[src/rtl/hazard_ctrl_if.sv]
// Hazard controller bus: ID-stage operand/destination info in, pipeline
// enables, flushes, retire strobe and event counters out.
interface hazard_ctrl_if;
   localparam int unsigned REG_AW = 5;
   localparam int unsigned CNT_W  = 32;

   logic              i_id_vld;
   logic [REG_AW-1:0] i_id_rs1_addr;
   logic [REG_AW-1:0] i_id_rs2_addr;
   logic              i_id_rs1_use;
   logic              i_id_rs2_use;
   logic [REG_AW-1:0] i_id_rd_addr;
   logic              i_id_rd_wren;
   logic              i_ex_redirect;

   logic              o_pc_en;
   logic              o_pc_sel;
   logic              o_ifid_en;
   logic              o_ifid_flush;
   logic              o_idex_flush;
   logic              o_insn_vld;
   logic [CNT_W-1:0]  o_stall_cnt;
   logic [CNT_W-1:0]  o_flush_cnt;

   modport master (
      output i_id_vld, i_id_rs1_addr, i_id_rs2_addr, i_id_rs1_use, i_id_rs2_use,
             i_id_rd_addr, i_id_rd_wren, i_ex_redirect,
      input  o_pc_en, o_pc_sel, o_ifid_en, o_ifid_flush, o_idex_flush,
             o_insn_vld, o_stall_cnt, o_flush_cnt
   );

   modport slave (
      input  i_id_vld, i_id_rs1_addr, i_id_rs2_addr, i_id_rs1_use, i_id_rs2_use,
             i_id_rd_addr, i_id_rd_wren, i_ex_redirect,
      output o_pc_en, o_pc_sel, o_ifid_en, o_ifid_flush, o_idex_flush,
             o_insn_vld, o_stall_cnt, o_flush_cnt
   );
endinterface

[src/rtl/hazard_ctrl.sv]
// In-order 5-stage pipeline hazard controller: RAW scoreboard over EX/MEM(/WB),
// stall/redirect steering of PC and IF/ID, and stall/redirect event counters.
module hazard_ctrl #(
   parameter bit WB_BYPASS = 1'b1
) (
   input  logic         i_clk,
   input  logic         i_rstn,
   hazard_ctrl_if.slave bus
);
   localparam int unsigned REG_AW = 5;
   localparam int unsigned CNT_W  = 32;

   typedef struct packed {
      logic              vld;
      logic [REG_AW-1:0] rd;
   } slot_t;

   slot_t            ex_slot, mem_slot, wb_slot;
   logic             ex_v, mem_v, wb_v;
   logic [CNT_W-1:0] stall_cnt, flush_cnt;

   logic rs1_hit, rs2_hit, hazard, stall, issue;

   function automatic logic slot_hit(input slot_t s, input logic [REG_AW-1:0] rs);
      return s.vld && (s.rd == rs);
   endfunction

   // WB is only compared when the regfile cannot forward a same-cycle write
   always_comb begin
      rs1_hit = bus.i_id_rs1_use && (bus.i_id_rs1_addr != '0) &&
                (slot_hit(ex_slot, bus.i_id_rs1_addr) || slot_hit(mem_slot, bus.i_id_rs1_addr) ||
                 (!WB_BYPASS && slot_hit(wb_slot, bus.i_id_rs1_addr)));
      rs2_hit = bus.i_id_rs2_use && (bus.i_id_rs2_addr != '0) &&
                (slot_hit(ex_slot, bus.i_id_rs2_addr) || slot_hit(mem_slot, bus.i_id_rs2_addr) ||
                 (!WB_BYPASS && slot_hit(wb_slot, bus.i_id_rs2_addr)));
      hazard  = bus.i_id_vld && (rs1_hit || rs2_hit);
      stall   = hazard && !bus.i_ex_redirect;
      issue   = !hazard && !bus.i_ex_redirect;
   end

   // Pipeline steering; redirect outranks a pending stall
   always_comb begin
      bus.o_pc_en      = 1'b1;
      bus.o_pc_sel     = 1'b0;
      bus.o_ifid_en    = 1'b1;
      bus.o_ifid_flush = 1'b0;
      bus.o_idex_flush = 1'b0;
      if (bus.i_ex_redirect) begin
         bus.o_pc_sel     = 1'b1;
         bus.o_ifid_flush = 1'b1;
         bus.o_idex_flush = 1'b1;
      end else if (hazard) begin
         bus.o_pc_en      = 1'b0;
         bus.o_ifid_en    = 1'b0;
         bus.o_idex_flush = 1'b1;
      end
   end

   // Scoreboard shift; a stalled or flushed ID slot enters EX as a bubble
   always_ff @(posedge i_clk or negedge i_rstn) begin
      if (!i_rstn) begin
         ex_slot  <= '0;
         mem_slot <= '0;
         wb_slot  <= '0;
         ex_v     <= 1'b0;
         mem_v    <= 1'b0;
         wb_v     <= 1'b0;
      end else begin
         wb_slot  <= mem_slot;
         mem_slot <= ex_slot;
         wb_v     <= mem_v;
         mem_v    <= ex_v;
         if (issue) begin
            ex_slot.vld <= bus.i_id_vld && bus.i_id_rd_wren && (bus.i_id_rd_addr != '0);
            ex_slot.rd  <= bus.i_id_rd_addr;
            ex_v        <= bus.i_id_vld;
         end else begin
            ex_slot <= '0;
            ex_v    <= 1'b0;
         end
      end
   end

   always_ff @(posedge i_clk or negedge i_rstn) begin
      if (!i_rstn) begin
         stall_cnt <= '0;
         flush_cnt <= '0;
      end else begin
         if (stall)             stall_cnt <= stall_cnt + CNT_W'(1);
         if (bus.i_ex_redirect) flush_cnt <= flush_cnt + CNT_W'(1);
      end
   end

   assign bus.o_insn_vld  = wb_v;
   assign bus.o_stall_cnt = stall_cnt;
   assign bus.o_flush_cnt = flush_cnt;

endmodule

[src/flat_wrapper.sv]
// flat-port wrapper written by rule: the top's interface ports become plain ports
module hazard_ctrl_flat 
#(
   parameter bit WB_BYPASS = 1'b1
)
  (i_clk, i_rstn, bus_i_id_vld, bus_i_id_rs1_addr, bus_i_id_rs2_addr, bus_i_id_rs1_use, bus_i_id_rs2_use, bus_i_id_rd_addr, bus_i_id_rd_wren, bus_i_ex_redirect, bus_o_pc_en, bus_o_pc_sel, bus_o_ifid_en, bus_o_ifid_flush, bus_o_idex_flush, bus_o_insn_vld, bus_o_stall_cnt, bus_o_flush_cnt);
  hazard_ctrl_if bus_i ();
  input  logic i_clk;
  input  logic i_rstn;
  input wire logic [$bits(bus_i.i_id_vld)-1:0] bus_i_id_vld;
  input wire logic [$bits(bus_i.i_id_rs1_addr)-1:0] bus_i_id_rs1_addr;
  input wire logic [$bits(bus_i.i_id_rs2_addr)-1:0] bus_i_id_rs2_addr;
  input wire logic [$bits(bus_i.i_id_rs1_use)-1:0] bus_i_id_rs1_use;
  input wire logic [$bits(bus_i.i_id_rs2_use)-1:0] bus_i_id_rs2_use;
  input wire logic [$bits(bus_i.i_id_rd_addr)-1:0] bus_i_id_rd_addr;
  input wire logic [$bits(bus_i.i_id_rd_wren)-1:0] bus_i_id_rd_wren;
  input wire logic [$bits(bus_i.i_ex_redirect)-1:0] bus_i_ex_redirect;
  output wire logic [$bits(bus_i.o_pc_en)-1:0] bus_o_pc_en;
  output wire logic [$bits(bus_i.o_pc_sel)-1:0] bus_o_pc_sel;
  output wire logic [$bits(bus_i.o_ifid_en)-1:0] bus_o_ifid_en;
  output wire logic [$bits(bus_i.o_ifid_flush)-1:0] bus_o_ifid_flush;
  output wire logic [$bits(bus_i.o_idex_flush)-1:0] bus_o_idex_flush;
  output wire logic [$bits(bus_i.o_insn_vld)-1:0] bus_o_insn_vld;
  output wire logic [$bits(bus_i.o_stall_cnt)-1:0] bus_o_stall_cnt;
  output wire logic [$bits(bus_i.o_flush_cnt)-1:0] bus_o_flush_cnt;
  assign bus_i.i_id_vld = bus_i_id_vld;
  assign bus_i.i_id_rs1_addr = bus_i_id_rs1_addr;
  assign bus_i.i_id_rs2_addr = bus_i_id_rs2_addr;
  assign bus_i.i_id_rs1_use = bus_i_id_rs1_use;
  assign bus_i.i_id_rs2_use = bus_i_id_rs2_use;
  assign bus_i.i_id_rd_addr = bus_i_id_rd_addr;
  assign bus_i.i_id_rd_wren = bus_i_id_rd_wren;
  assign bus_i.i_ex_redirect = bus_i_ex_redirect;
  assign bus_o_pc_en = bus_i.o_pc_en;
  assign bus_o_pc_sel = bus_i.o_pc_sel;
  assign bus_o_ifid_en = bus_i.o_ifid_en;
  assign bus_o_ifid_flush = bus_i.o_ifid_flush;
  assign bus_o_idex_flush = bus_i.o_idex_flush;
  assign bus_o_insn_vld = bus_i.o_insn_vld;
  assign bus_o_stall_cnt = bus_i.o_stall_cnt;
  assign bus_o_flush_cnt = bus_i.o_flush_cnt;
  hazard_ctrl #(.WB_BYPASS(WB_BYPASS)) u_core (.i_clk(i_clk), .i_rstn(i_rstn), .bus(bus_i));
endmodule
[config.mk]
export PLATFORM = sky130hd
export DESIGN_NAME = hazard_ctrl_flat
export DESIGN_NICKNAME = d
export VERILOG_FILES = /design/src/rtl/hazard_ctrl_if.sv /design/src/rtl/hazard_ctrl.sv /design/src/flat_wrapper.sv
export SDC_FILE = /design/constraint.sdc
export NUM_CORES = 1
export LEC_CHECK = 0
export ABC_AREA = 1
export CAP_MARGIN = 5
export CORE_MARGIN = 1
export CORE_UTILIZATION = 53
export CTS_CLUSTER_DIAMETER = 40
export DETAILED_ROUTE_END_ITERATION = 6
export GPL_TIMING_DRIVEN = 0
export PLACE_DENSITY = 0.91
export SETUP_SLACK_MARGIN = 0.4
export SLEW_MARGIN = 20
export SYNTH_ARGS = -nofsm -noshare
export SYNTH_HDL_FRONTEND = slang
export SYNTH_SLANG_ARGS = --single-unit
[constraint.sdc]
create_clock -name i_clk -period 2.1 [get_ports i_clk]
set_input_delay 0.21 -clock i_clk [delete_from_list [all_inputs] [get_ports i_clk]]
set_output_delay 0.21 -clock i_clk [all_outputs]
set_load 0.03 [all_outputs]
==> impl_metrics.tcl, run 1 <==
set metrics [dict create \
    cts_root_buffer "clkbuf_8" \
    die_x_um 96.5 \
    power_frac_seq_pct 48.2 \
    worst_slew_pin_slew_ps 712 \
    p_leak_nw 3.54 \
    num_antenna_cells 0 \
    violations "negative setup slack" \
    dp_hpwl_mm 9.95 \
    max_freq_ghz 0.459 \
    async_flop_share_pct 100 \
    n_fill_cell 636 \
    p_clk_share_pct 29.9 \
    syn_inst 658 \
    fin_area_um2 6470 \
    slew_violations 0 \
    wl_mm 15.1 \
    avgViaCountPerCell 5.66 \
    slowest_delay_ps 380 \
    critPathLaunchType "register" \
    critPathMaxFanout 7 \
    grt_pass1_vias 4548 \
    fin_setup_tns_ps -127 \
    ys_ff_latch 79 \
    drc 0 \
    worstPathCellList "inv_1, nand2_1, nand2_1, nor2_1, nand3_1, nand2_1, nand2_2, nand2_4, nand3_4, buf_8, buf_6, buf_6" \
    clock_latency_ps 360 \
    grt_pass1_wl_mm 21.3 \
    cts_tree "done" \
    dp.cells 856 \
    first_pass_iters 7 \
    ant_nets 0 \
    end_kind "output port" \
    drt_iter0_drc 508 \
    die_y_um 96.5 \
    status "complete, but fails checks" \
    rsz0062_at_grt "true" \
    multiInputGateArea_um2 2610 \
    synth_ff_type "dfrtp_1" \
    hold-worst-slack_ps 91.8 \
    netlist_area_um2 4730 \
    grt_overflow 0 \
    seqCellArea_um2 1980 \
    cts_made_buffers 9 \
    period_minus_slack_ps 2180 \
    hold_path_class "in -> reg" \
    grt_max_degree 55 \
    power.density_nw_per_um2 550 \
    crit_type "reg -> out" \
    htree_levels 3 \
    clock_path_buffers 2 \
    finalHoldViolCount 0 \
    period_share_pct 104 \
    initial_core_util_pct 54.6 \
    crit_top_cell "nand2_1" \
    synthDistinctLibCells 31 \
    cap_violations 0 \
    crit_family "simple AND/OR/NAND/NOR gates" \
    ys_warn_count 0 \
    ys_seq_area_share_pct 41.8 \
    synth_nets 682 \
    gp_congestion 0.994 \
    final_util_pct 74.5 \
    internal-power_mw 2.37 \
    switching_share_pct 33.2 \
    instances_no_fill 897 \
    io_pins 92 \
    setup_viol 3 \
    required_ps 1890 \
    syn_avg_cell_area_um2 7.20 \
    io_buffer_count 89 \
    peakVddDrop_uv 1010 \
    cts.sinks 79 \
    core-area_um2 8680 \
    timing.final.ws_setup_ps -78.3 \
    floorplan.die_area_um2 9320 \
    p_comb_share_pct 21.8 \
    clock_skew_ps 17.3 \
    placed_cell_area_um2 5790 \
    critical_path.slowest_cell "dfrtp_1" \
    worstPathArrival_ps 1970 \
    row_count 34 \
    drive_above_1_share_pct 15.2 \
    cp_num_buf_inv 4 \
    nNetsFinal 808 \
    synth_edf_count 0 \
    grtUsageTotal_pct 30.0 \
    num_vias 5081 \
    clk_pin_slew_ps 90 \
    wire_per_inst_um 16.9 \
    areaGrowthSynthToFinish_pct 36.6 \
    p_sw_mw 1.18 \
    max_slew_margin_pct 51.9 \
    antenna_found_initial 0 \
]
[area by class of cell]
class	instances	share of cell area, %
plain buffers	18	2.21
clock buffers	10	1.97
clock inverters	6	0.832
inverters	56	3.29
multi-input cells	505	40.4
flip-flops and latches	79	30.7
well taps	108	2.09
repair buffers	115	18.6
[routing by layer]
| layer | up-vias | part of all wire (%) | track usage, % |
|---|---|---|---|
| li1 | 2318 | - | - |
| met1 | 2435 | 40 | 39.0 |
| met2 | 285 | 50 | 50.2 |
| met3 | 43 | 7.5 | 4.85 |
| met4 | 0 | 2.5 | 11.8 |
| met5 | - | 0 | 0 |
[power by group through the flow]
stage	sequential, mW	clock [mW]	combinational [mW]
2_1_floorplan	1.85	0	0.235
3_3_place_gp	1.74	0	0.610
3_5_place_dp	1.74	0	0.642
4_1_cts	1.71	1.06	0.686
5_1_grt	1.72	1.14	0.830
6_report	1.71	1.06	0.776
[worst reg2reg max path: cells and delay by family (launching register included)]
kind / cells / cell delay, ps
flip-flops: 1 / 400
buffers and inverters: 7 / 850
AND/OR/NAND/NOR: 9 / 720
[per-stage QoR]
| stage | setup WS [ps] | total power, mW |
|---|---|---|
| 2_1_floorplan | 380 | 2.09 |
| 3_3_place_gp | -2110 | 2.35 |
| 3_5_place_dp | -717 | 2.38 |
| 4_1_cts | 30.5 | 3.46 |
| 5_1_grt | -242 | 3.69 |
| 6_report | -78.3 | 3.55 |
[cell usage in the layout, fill, tap and decap left out, types with 3 or more instances in the layout]
cell,count
dlygate4sd2_1,40
nand2_4,5
buf_4,15
nand4_1,39
buf_6,14
clkbuf_1,8
clkinv_4,3
dfrtp_1,74
nor2_4,14
inv_1,44
dfrtp_2,5
nor2_1,72
inv_2,11
nand2_2,11
nor2_2,8
clkbuf_8,9
dlymetal6s2s_1,20
xnor2_1,17
nand3_1,10
nand2_1,259
nand3_4,3
clkdlybuf4s50_1,25
nand3b_1,16
nor3_1,10
xor2_1,26
buf_8,4
[logic make-up (layout without fill, tap and decap cells)]
| family | Yosys count | count (layout) | share of synthesized area, % |
|---|---|---|---|
| AND/OR/NAND/NOR | 454 | 454 | 42.6 |
| flip-flops | 79 | 79 | 41.8 |
| buffers and inverters | 74 | 205 | 6.42 |
| XOR/XNOR | 43 | 43 | 7.95 |
| AO/OA/AOI/OAI | 6 | 6 | 0.766 |
| adder cells (fa/ha/maj) | 2 | 2 | 0.528 |
[cells in the mapped netlist, types with 2 or more instances]
| library cell | instances | area, um2 |
|---|---|---|
| nor2_1 | 82 | 308 |
| nor2_4 | 5 | 56.3 |
| xnor2_1 | 17 | 149 |
| nand4_1 | 39 | 244 |
| nand3_2 | 3 | 30.0 |
| dfrtp_1 | 79 | 1980 |
| nor2_2 | 7 | 43.8 |
| inv_2 | 4 | 15.0 |
| clkbuf_1 | 7 | 26.3 |
| inv_1 | 52 | 195 |
| buf_2 | 6 | 30.0 |
| ha_1 | 2 | 25.0 |
| nor3_1 | 11 | 55.1 |
| nand2_4 | 2 | 22.5 |
| nand3_1 | 11 | 55.1 |
| nand3b_1 | 16 | 120 |
| nand2_2 | 3 | 18.8 |
| nand2_1 | 270 | 1010 |
| buf_4 | 3 | 22.5 |
| xor2_1 | 26 | 228 |
| o21ai_0 | 3 | 15.0 |
[final timing paths]
check	slack [ps]	to	from	depth (start not counted)
max	-80	bus_o_pc_en	u_core.mem_slot[0]	12
min	90	u_core.bus.o_flush_cnt[0]	bus_i_ex_redirect	2
max reg2reg	20	u_core.bus.o_stall_cnt[16]	u_core.mem_slot[0]	16
min reg2reg	350	u_core.mem_v	u_core.ex_v	0
max in group asynchronous	1180	u_core.bus.o_flush_cnt[0]	i_rstn	3
min in group asynchronous	320	u_core.bus.o_stall_cnt[31]	i_rstn	2
[sequential cells by signal (all words and copies together) (netlist names)]
| name | count |
|---|---|
| u_core.bus.o_flush_cnt | 32 |
| u_core.bus.o_insn_vld | 1 |
| u_core.bus.o_stall_cnt | 32 |
| u_core.ex_slot | 6 |
| u_core.ex_v | 1 |
| u_core.mem_slot | 6 |
| u_core.mem_v | 1 |
[repair_timing]
action / CTS / global route
hold buffers: 1 / 0
buffers inserted: 9 / 12
gates cloned: 1 / 2
resized for setup: 91 / 73
endpoints found under the setup margin: 76 / 69
endpoints found under the hold margin: 25 / 0
pin swaps: 12 / 39
(Power assumes the default switching activity.)
==> inputs of run 2 (changes only) <==
--- a/config.mk
+++ b/config.mk
@@ -7,7 +7,7 @@
 export LEC_CHECK = 0
 export ABC_AREA = 1
 export CAP_MARGIN = 5
-export CORE_MARGIN = 1
+export CORE_MARGIN = 8
 export CORE_UTILIZATION = 53
 export CTS_CLUSTER_DIAMETER = 40
 export DETAILED_ROUTE_END_ITERATION = 6
==> run 2 against run 1 <==
  * Critical endpoint unchanged
  * Clock power is 19% higher
  * Critical path type is now in -> out
  * Via count is 0.85% lower
  * The run still ends with negative setup slack left
  * Register-to-register slack better by 270 ps
==> impl_metrics.tcl, run 2 (synthesis results as in run 1) <==
set metrics [dict create \
    io_buffer_count 89 \
    top_usage_layer "met2" \
    crit_family "buffers and inverters" \
    worst_slew_pin_slew_ps 690 \
    drive_above_1_share_pct 13.5 \
    critical_path.slowest_cell "clkdlybuf4s50_1" \
    dp.cells 856 \
    num_vias 5038 \
    max_freq_ghz 0.466 \
    critPathLaunchType "input pin" \
    cap_violations 0 \
    max_slew_margin_pct 54.0 \
    cts_made_buffers 9 \
    grt_use_met1_pct 27.9 \
    clock_skew_ps 13.1 \
    cp_num_buf_inv 5 \
    power.density_nw_per_um2 581 \
    gp_congestion 0.937 \
    p_sw_mw 1.13 \
    clock_latency_ps 360 \
    hold_depth 2 \
    hp-start "bus_i_ex_redirect" \
    row_count 34 \
    wl_mm 15.1 \
    setup_viol 2 \
    avgViaCountPerCell 5.60 \
    r2r_cells 13 \
    gr-usage-met3_pct 4.76 \
    floorplan.die_area_um2 12200 \
    post-place-ws_ps -706 \
    switching_share_pct 30.3 \
    grt_pass1_wl_mm 23.3 \
    ant_nets 0 \
    rr_startpoint "u_core.mem_slot[3]" \
    grtUsageTotal_pct 22.7 \
    r2r_slack_ps 290 \
    cts_root_buffer "clkbuf_8" \
    io_pins 92 \
    htree_levels 3 \
    first_pass_iters 5 \
    rsz0062_at_grt "true" \
    status "complete, but fails checks" \
    seqCellArea_um2 1980 \
    core-area_um2 8680 \
    period_minus_slack_ps 2150 \
    worstPathCellList "clkdlybuf4s50_1, inv_2, nand2_1, nand2_1, nor2_1, nand3_1, nand2_1, nand2_2, nand2_4, nand3_4, buf_8, buf_6, buf_6" \
    clk_pin_slew_ps 80 \
    placed_cell_area_um2 5780 \
    nNetsFinal 810 \
    final_util_pct 74.0 \
    required_ps 1890 \
    instances_no_fill 899 \
    wire_per_inst_um 16.8 \
    slowest_delay_ps 550 \
    reg2reg_to "u_core.bus.o_stall_cnt[21]" \
    layout_commonest_cell "nand2_1" \
    worstPathArrival_ps 1940 \
    critPathLaunch "bus_i_id_rs1_addr[4]" \
    areaGrowthSynthToFinish_pct 35.6 \
    timing.final.ws_setup_ps -46.9 \
    grt_max_degree 44 \
    n_fill_cell 643 \
    antenna_found_initial 0 \
    final_cell_mix "264 x nand2_1, 79 x nor2_1, 74 x dfrtp_1, 48 x inv_1, 46 x dlygate4sd2_1" \
    dp_hpwl_mm 10.4 \
    end_kind "output port" \
    gr-usage-met2_pct 37.8 \
    grt_overflow 0 \
    internal-power_mw 2.60 \
    crit_top_cell "nand2_1" \
    p_clk_share_pct 33.8 \
    hold_end "u_core.bus.o_flush_cnt[0]" \
    critPathMaxFanout 4 \
    multiInputGateArea_um2 2560 \
    finalPower_mw 3.73 \
    initial_core_util_pct 54.6 \
    power_frac_seq_pct 45.9 \
    clock_path_buffers 2 \
    p_leak_nw 3.52 \
    hold-worst-slack_ps 79.6 \
    drt_iter0_drc 354 \
    p_comb_share_pct 20.3 \
    grt_pass1_vias 4876 \
    fin_setup_tns_ps -71.2 \
    fin_area_um2 6420 \
    slew_violations 0 \
    cts_tree "done" \
    period_share_pct 102 \
    violations "negative setup slack" \
    peakVddDrop_uv 890 \
    die_x_um 111 \
    drc 0 \
    num_antenna_cells 0 \
    crit_type "in -> out" \
    cts.sinks 79 \
    die_y_um 111 \
    hold_path_class "in -> reg" \
    finalHoldViolCount 0 \
]
run 2: cell type report:
| class | instances | area share [%] |
|---|---|---|
| plain buffers | 18 | 2.22 |
| clock buffers | 10 | 1.99 |
| clock inverters | 6 | 1.42 |
| inverters | 56 | 3.31 |
| multi-input cells | 505 | 39.9 |
| flip-flops and latches | 79 | 30.9 |
| well taps | 108 | 2.10 |
| repair buffers | 117 | 18.2 |
run 2: power by group through the flow:
stage	clock network (mW)	logic (mW)	registers, mW
floorplan	0	0.235	1.85
detailed placement	0	0.647	1.74
global placement	0	0.619	1.73
global route	1.33	0.814	1.72
CTS	1.28	0.705	1.70
finish	1.26	0.759	1.71
run 2: worst max-delay path by stage:
| stage | to | slack [ps] | cells after the start |
|---|---|---|---|
| floorplan | u_core.bus.o_flush_cnt[28] | 380 | 11 |
| global placement | u_core.bus.o_stall_cnt[1] | -2060 | 1 |
| detailed placement | bus_o_pc_en | -710 | 13 |
| CTS | bus_o_pc_en | 30 | 12 |
| global route | bus_o_pc_en | -100 | 12 |
| finish | bus_o_pc_en | -50 | 13 |
run 2: worst register-to-register path, delay by kind of cell, from the launching register on:
kind	cells	cell delay, ps
buffers and inverters	4	490
DFF	1	400
and+or+nand+nor	9	860
run 2: repair_timing:
| item | 4_1_cts | 5_1_grt |
|---|---|---|
| gates cloned | 0 | 3 |
| endpoints found under the hold margin | 36 | 0 |
| hold buffers | 1 | 0 |
| setup buffers | 15 | 8 |
| gates resized for setup | 91 | 43 |
| setup endpoints to repair | 82 | 64 |
| pin swaps | 9 | 37 |
run 2: metal layers:
layer	wire length, um	share of wire [%]	vias to the layer above
met4	342	2.3	0
met5	0	0	-
li1	-	-	2321
met3	1160	7.7	38
met2	7430	49	271
met1	6160	41	2408
